[config.mk]
export PLATFORM = sky130hd
export DESIGN_NAME = fetch_queue
export DESIGN_NICKNAME = d
export VERILOG_FILES = /design/src/rtl/core_pkg.sv /design/src/rtl/fetch_queue_pack.sv /design/src/rtl/fetch_queue.sv
export SDC_FILE = /design/constraint.sdc
export NUM_CORES = 1
export LEC_CHECK = 0
export CAP_MARGIN = 20
export CORE_UTILIZATION = 35
export DETAILED_ROUTE_END_ITERATION = 16
export SYNTH_ARGS = -nofsm -noshare
export SYNTH_HDL_FRONTEND = slang
export SYNTH_SLANG_ARGS = --single-unit
export TNS_END_PERCENT = 50
[constraint.sdc]
create_clock -name clk -period 11.1 [get_ports clk]
set_clock_uncertainty 0.1 [all_clocks]
set_input_delay 2.775 -clock clk [delete_from_list [all_inputs] [get_ports clk]]
set_output_delay 2.775 -clock clk [all_outputs]
set_load 0.005 [all_outputs]
[src/rtl/core_pkg.sv]
// Core-wide widths and shared payload types used by the front end.
package core_pkg;

  localparam int unsigned XLEN         = 32;
  localparam int unsigned ISSUE__WIDTH = 2;
  localparam int unsigned FQ_DEPTH     = 8;

  typedef struct packed {
    logic [XLEN-1:0] pc;
    logic [XLEN-1:0] instr;
  } fq_entry_t;

endpackage

[src/rtl/fetch_queue_pack.sv]
// Compacts the valid fetch slots into the low output slots, keeping slot order.
module fetch_queue_pack
  import core_pkg::*;
#(
  parameter int unsigned FETCH_W = ISSUE__WIDTH
) (
  input  logic [FETCH_W-1:0]          i_valid,
  input  fq_entry_t                   i_entry [FETCH_W-1:0],
  output fq_entry_t                   o_entry [FETCH_W-1:0],
  output logic [$clog2(FETCH_W+1)-1:0] o_n_enq
);

  localparam int unsigned NE_W = $clog2(FETCH_W + 1);

  int w_run;

  // Slot i lands at output index equal to the number of valid slots below it.
  always_comb begin
    w_run = 0;
    for (int k = 0; k < FETCH_W; k++) begin
      o_entry[k] = '0;
    end
    for (int i = 0; i < FETCH_W; i++) begin
      for (int k = 0; k < FETCH_W; k++) begin
        if (i_valid[i] && (w_run == k)) begin
          o_entry[k] = i_entry[i];
        end
      end
      if (i_valid[i]) begin
        w_run = w_run + 1;
      end
    end
    o_n_enq = NE_W'(w_run);
  end

endmodule

[src/rtl/fetch_queue.sv]
// In-order circular buffer decoupling fetch from decode; flushed on redirect.
module fetch_queue
  import core_pkg::*;
#(
  parameter int unsigned FETCH_W = ISSUE__WIDTH,
  parameter int unsigned DEC_W   = ISSUE__WIDTH,
  parameter int unsigned PC_W    = XLEN,
  parameter int unsigned INSTR_W = XLEN,
  parameter int unsigned DEPTH   = FQ_DEPTH
) (
  input  logic                         clk,
  input  logic                         reset,
  input  logic                         flush,
  input  logic [FETCH_W-1:0]           if_valid,
  input  logic [PC_W-1:0]              if_pc    [FETCH_W-1:0],
  input  logic [INSTR_W-1:0]           if_instr [FETCH_W-1:0],
  output logic                         stall,
  output logic [DEC_W-1:0]             dq_valid,
  output logic [PC_W-1:0]              dq_pc    [DEC_W-1:0],
  output logic [INSTR_W-1:0]           dq_instr [DEC_W-1:0],
  input  logic                         dec_ready,
  output logic [$clog2(DEPTH+1)-1:0]   count,
  output logic                         overflow_err
);

  localparam int unsigned PTR_W  = $clog2(DEPTH);
  localparam int unsigned CNT_W  = $clog2(DEPTH + 1);
  localparam int unsigned CALC_W = CNT_W + 1;
  localparam int unsigned NE_W   = $clog2(FETCH_W + 1);

  fq_entry_t          r_mem [DEPTH];
  logic [PTR_W-1:0]   r_rd_ptr;
  logic [PTR_W-1:0]   r_wr_ptr;
  logic [CNT_W-1:0]   r_count;
  logic               r_ovf;

  fq_entry_t          w_in [FETCH_W-1:0];
  fq_entry_t          w_pk [FETCH_W-1:0];
  logic [NE_W-1:0]    w_n_enq_raw;
  logic [CALC_W-1:0]  w_cnt;
  logic [CALC_W-1:0]  w_n_enq;
  logic [CALC_W-1:0]  w_n_pres;
  logic [CALC_W-1:0]  w_n_deq;
  logic [CALC_W-1:0]  w_free;
  logic [CALC_W-1:0]  w_n_acc;

  always_comb begin
    for (int i = 0; i < FETCH_W; i++) begin
      w_in[i].pc    = XLEN'(if_pc[i]);
      w_in[i].instr = XLEN'(if_instr[i]);
    end
  end

  fetch_queue_pack #(
    .FETCH_W (FETCH_W)
  ) u_pack (
    .i_valid (if_valid),
    .i_entry (w_in),
    .o_entry (w_pk),
    .o_n_enq (w_n_enq_raw)
  );

  // Same-cycle dequeue frees space for this cycle's accept limit.
  always_comb begin
    w_cnt    = CALC_W'(r_count);
    w_n_enq  = CALC_W'(w_n_enq_raw);
    w_n_pres = (w_cnt > CALC_W'(DEC_W)) ? CALC_W'(DEC_W) : w_cnt;
    w_n_deq  = dec_ready ? w_n_pres : '0;
    w_free   = CALC_W'(DEPTH) - w_cnt + w_n_deq;
    w_n_acc  = (w_n_enq < w_free) ? w_n_enq : w_free;
    stall    = (CALC_W'(DEPTH) - w_cnt) < CALC_W'(2 * FETCH_W);
  end

  always_comb begin
    for (int d = 0; d < DEC_W; d++) begin
      dq_valid[d] = 1'b0;
      dq_pc[d]    = '0;
      dq_instr[d] = '0;
      if (CALC_W'(d) < w_n_pres) begin
        dq_valid[d] = 1'b1;
        dq_pc[d]    = PC_W'(r_mem[PTR_W'(r_rd_ptr + PTR_W'(d))].pc);
        dq_instr[d] = INSTR_W'(r_mem[PTR_W'(r_rd_ptr + PTR_W'(d))].instr);
      end
    end
  end

  assign count        = r_count;
  assign overflow_err = r_ovf;

  // Storage carries no reset; only accepted packed slots are written.
  always_ff @(posedge clk) begin
    if (reset && !flush) begin
      for (int j = 0; j < FETCH_W; j++) begin
        if (CALC_W'(j) < w_n_acc) begin
          r_mem[PTR_W'(r_wr_ptr + PTR_W'(j))] <= w_pk[j];
        end
      end
    end
  end

  always_ff @(posedge clk) begin
    if (!reset) begin
      r_rd_ptr <= '0;
      r_wr_ptr <= '0;
      r_count  <= '0;
      r_ovf    <= 1'b0;
    end else if (flush) begin
      r_rd_ptr <= '0;
      r_wr_ptr <= '0;
      r_count  <= '0;
    end else begin
      r_rd_ptr <= PTR_W'(r_rd_ptr + PTR_W'(w_n_deq));
      r_wr_ptr <= PTR_W'(r_wr_ptr + PTR_W'(w_n_acc));
      r_count  <= CNT_W'(w_cnt + w_n_acc - w_n_deq);
      if (w_n_acc < w_n_enq) begin
        r_ovf <= 1'b1;
      end
    end
  end

endmodule

# Word-level counts from Yosys, hierarchy flattened
# Memory sizes are Yosys's and may differ from the RTL's. A register that Yosys moved wholly into a read port is not among the register bits.
# Index checks and enable logic that the tools add are counted.
# W data, S select, Z words.
[word_totals]
register_bits = 11
ramBits = 512
input_bits = 134
output_inout_bits = 136
word_cells = 53
n_memories = 1
[mem_list]
columns = ["name", "words", "word_bits", "rd", "rd_ports_with_merged_regs", "write_ports", "line_no", "source"]
rows = [
  ["r_mem", 8, 64, 2, 1, 2, "fetch_queue.sv:31", "fq_entry_t r_mem [DEPTH];"],
]
[op_classes]
n_addsub = 9
magnitude_cmp = 8
n_eq_ne = 1
n_mux = 21
bitwise_logic = 2
reduce_logical = 7
[ops]
columns = ["operator", "n"]
rows = [
  ["$mux W64", 3],
  ["$mux W32", 4],
  ["$logic_not A32 Y1", 1],
  ["$lt A1 B5 Y1 const A", 2],
  ["$mux W1", 9],
  ["$lt A1 B4 Y1 const A", 2],
  ["$mux W4", 2],
  ["$add A3 B1 Y3 const B", 2],
  ["$add A3 B3 Y3", 2],
  ["$add A5 B4 Y5", 1],
  ["$lt A2 B5 Y1", 1],
  ["$lt A5 B2 Y1", 1],
  ["$lt A5 B3 Y1 const B", 1],
  ["$mux W5", 1],
  ["$sub A4 B4 Y5 const A", 1],
  ["$add A4 B4 Y4", 1],
  ["$gt A4 B2 Y1 const B", 1],
  ["$sub A4 B4 Y4", 1],
  ["$logic_and A1 B1 Y1", 3],
  ["$mux W3", 1],
  ["$add A1 B1 Y2 const B", 1],
  ["$mux W2", 1],
  ["$not A1 Y1", 2],
  ["$reduce_and A2 Y1", 1],
  ["3 further kinds", 3],
]

# Depth between registers and ports, before layout
[logic_depth]
word_depth = 10
mapped_depth = 20
ltp_nobuf = 19

# By module
# Synthesis repeated with hierarchy kept, for this count alone.
[unflattened]
cells_unflattened = 2049
area_unflattened_um2 = 31805.5
[modules_own_cells]
columns = ["module", "instances", "cells_per_inst", "area_per_inst_um2", "seq_area_each_um2"]
rows = [
  ["fetch_queue", 1, 1892, 30649.4, 15595.0],
  ["fetch_queue_pack", 1, 157, 1156.1, 0.0],
]

# Worst setup path before layout
# No wires, ideal clock.
[synth_path]
path_kind = "input-to-reg"
start = "in dec_ready"
end = "mem r_mem[0][0] in the netlist's numbering (enable)"
setup_ps = 582
t_arrival_ps = 9949
required_time_ps = 10418
slack_ps = 470
path_stages = 10
n_path_buf = 1
path_cell_list = "o2111a_1 > ha_1 > inv_1 > fa_1 > ha_1 > a21oi_1 > nor4_4 > buf_6 > mux2i_1 > a211oi_1"
[synth_lines]
columns = ["element", "line_no", "source"]
rows = [
  ["from (decl)", "fetch_queue.sv:21", "input logic dec_ready,"],
  ["to (decl)", "fetch_queue.sv:31", ""],
]

==> results.cfg <==
[run_status]
run_status = complete, no violations

[power]
p_per_area_nw_per_um2 = 178
p_comb_share_pct = 34.0
p_sw_share_pct = 31.7
ir_drop_uv = 168
p_int_mw = 4.49
finalPower_mw = 6.57
power_frac_seq_pct = 36.0
power.switching_mw = 2.08
clkPwrFrac_pct = 30.0
p_leak_nw = 14.8

[detailed_routing]
wl_per_cell_um = 28.2
routed_via_density = 5.83
drt-initial-drc-count = 1660
totalWireLength_um = 98400
drc = 0
ant_nets = 0
vias = 20300
dr.pass1.iters = 5

[clocking]
hold_buffers = 0
clock_path_buffers = 3
cts_tree = yes
ctsResizeCount = 0
numCtsBuffers = 58
clk_latency_ps = 630
numClockSinks = 523
htreeDepth = 2
root_buffer = clkbuf_16
cts_setup_buffers = 0
path_clk_slew_ps = 60

[critical_path]
critPathKind = input port to register
cp_max_fo = 36
cpMostUsedCell = buf_4
r2r_slack_ps = 4760
crit_path_end_kind = register
worst_setup_path_start_kind = input port
slowest_stage = nor4_4
worstPathRequired_ps = 11290
crit_chain = clkdlybuf4s50_1, o2111a_1, ha_1, inv_1, fa_1, ha_1, a21oi_1, nor4_4, buf_4, mux2i_4, buf_4, a211oi_4, buf_4, buf_4
max_stage_delay_ps = 840
critPathArrivalTime_ps = 8470

[sta]
period_minus_slack_ps = 8280
fin_tns_setup_ps = 0
finalSetupViolCount = 0
hold-worst-slack_ps = 400
period_share_pct = 74.6
maxSlewViolCount = 0
fmax_mhz = 121
max-slew-margin-rel_pct = 21.3
worstMarginPinSlew_ps = 1180
hold_violations = 0
grt_setup_unrepaired = false

[floorplanning]
die-area_sq_um = 89700
die_h_um = 299
core_area_sq_um = 87200
dieWidth_um = 299
initial_utilization_pct = 35.5
pin_count = 270
fp-row-count = 108

[placement]
dpl_cell_area_sq_um = 34900
port_buffers = 269
dp_hpwl_um = 58100
post-place-cells = 3380
gp_congestion = 0.794

[final_layout]
final_cell_mix = mux2i_1 (576), edfxtp_1 (512), clkdlybuf4s50_1 (269)
design_area_sq_um = 36900
nets = 2446
areaGrowthSynthToFinish_pct = 19.1
layout_commonest_cell = mux2i_1
drive_above_1_share_pct = 17.9
stdcell_count = 3487
antenna_cells = 0

[synth]
ys_seq_elements = 523
ys_warn_count = 0
synth_cell_types = 45
synth.cell_area_sq_um = 31000
seq_area_frac_synth_pct = 50.3
synthCells = 2081
avgSynthCellArea_sq_um = 14.9

[grt]
grt_usage_pct = 21.6
grt_pass1_vias = 21600
grt_max_degree = 77
antenna_found_initial = 0
grt_pass1_wl_um = 144000
grt_overflow = 0

[worst_hold_path]
hp-class = register to register

[job]
cap_violations = 0
cells in the mapped netlist (all sizes together):
library cell | number | share of area [%]
inv | 21 | 0.25
edfxtp | 512 | 50
clkbuf | 82 | 0.99
or3 | 6 | 0.12
nor3 | 1 | 0.032
and2 | 5 | 0.10
a32oi | 1 | 0.028
o21a | 3 | 0.073
nand3 | 7 | 0.11
nor2b | 1 | 0.020
or3b | 1 | 0.028
conb | 2 | 0.024
o31a | 2 | 0.057
nand4b | 1 | 0.028
nand2 | 206 | 2.5
a21oi | 72 | 1.2
xor2 | 4 | 0.11
ha | 20 | 0.81
buf | 91 | 1.9
mux2 | 2 | 0.073
o21bai | 1 | 0.024
nand2b | 4 | 0.081
nor2 | 90 | 1.1
o21ai | 2 | 0.032
nor4 | 2 | 0.089
nand4 | 1 | 0.020
dfxtp | 11 | 0.71
o2111a | 1 | 0.036
a211oi | 8 | 0.21
mux2i | 585 | 19
and3 | 1 | 0.020
a22oi | 63 | 1.5
fa | 4 | 0.26
mux4 | 256 | 19
a21o | 1 | 0.024
a31oi | 1 | 0.020
o31ai | 2 | 0.048
xnor2 | 7 | 0.22
and3b | 1 | 0.028
final cells by class:
| class | count | area [sq um] |
|---|---|---|
| multi-input cells | 1366 | 14700 |
| clock buffers | 73 | 1540 |
| well taps | 1155 | 1450 |
| clock inverters | 31 | 372 |
| inverters | 21 | 78.8 |
| flip-flops and latches | 523 | 15600 |
| repair buffers | 318 | 3150 |
| fillers | 7968 | 50300 |
power by group through the flow:
| stage | combinational [mW] | clock [mW] | sequential (mW) |
|---|---|---|---|
| after floorplan | 1.13 | 0 | 2.38 |
| after global placement | 2.22 | 0 | 2.40 |
| after detailed placement | 2.25 | 0 | 2.40 |
| after CTS | 2.26 | 2.01 | 2.36 |
| after global routing | 2.40 | 2.07 | 2.37 |
| final | 2.23 | 1.97 | 2.36 |
layer usage:
layer  up-vias  track usage, %  part of all wire [%]  wire [um]
met5         -               0                     0          0
met4         0            5.93                   2.5       2470
met3       129            2.80                   5.6       5520
met2       746            37.5                    50      49200
met1     10700            28.4                    42      41100
li1       8710               -                     -          -
final timing paths:
path                startpoint           end  depth (start not counted)
setup / recovery     dec_ready  r_mem[3][11]                         14
hold / removal    overflow_err  overflow_err                          2
setup reg to reg      count[3]  r_mem[3][11]                         14
hold reg to reg   overflow_err  overflow_err                          2
registers in the layout (all words and copies together) (netlist names):
name / flops
overflow_err: 1
r_wr_ptr: 3
r_mem: 512
count: 4
r_rd_ptr: 3
kinds of logic (layout without fill, tap and decap cells):
kind of cell    Yosys count  count (layout)  synth area share, %
buf+inv                 194             443                 3.12
compound gates          157             157                 3.24
other cells               2               4               0.0242
fa+ha+maj                24              24                 1.07
xor+xnor                 11              11                0.335
flops                   523             523                 50.3
simple gates            327             327                 4.27
mux                     843             843                 37.6
worst max-delay path, delay by kind of cell:
family	cells	cell delay [ps]
multiplexers	1	90
buffers and inverters	6	2440
AO/OA/AOI/OAI	3	1120
AND/OR/NAND/NOR	1	840
adder cells (fa/ha/maj)	3	1150
stage by stage:
step,setup WS [ps],util (%)
floorplan,470,-
global placement,2270,40.0
detailed placement,2080,40.1
CTS,2760,42.3
global route,2530,42.3
finish,2820,42.3
No activity file was read; power rests on OpenSTA's default activity.
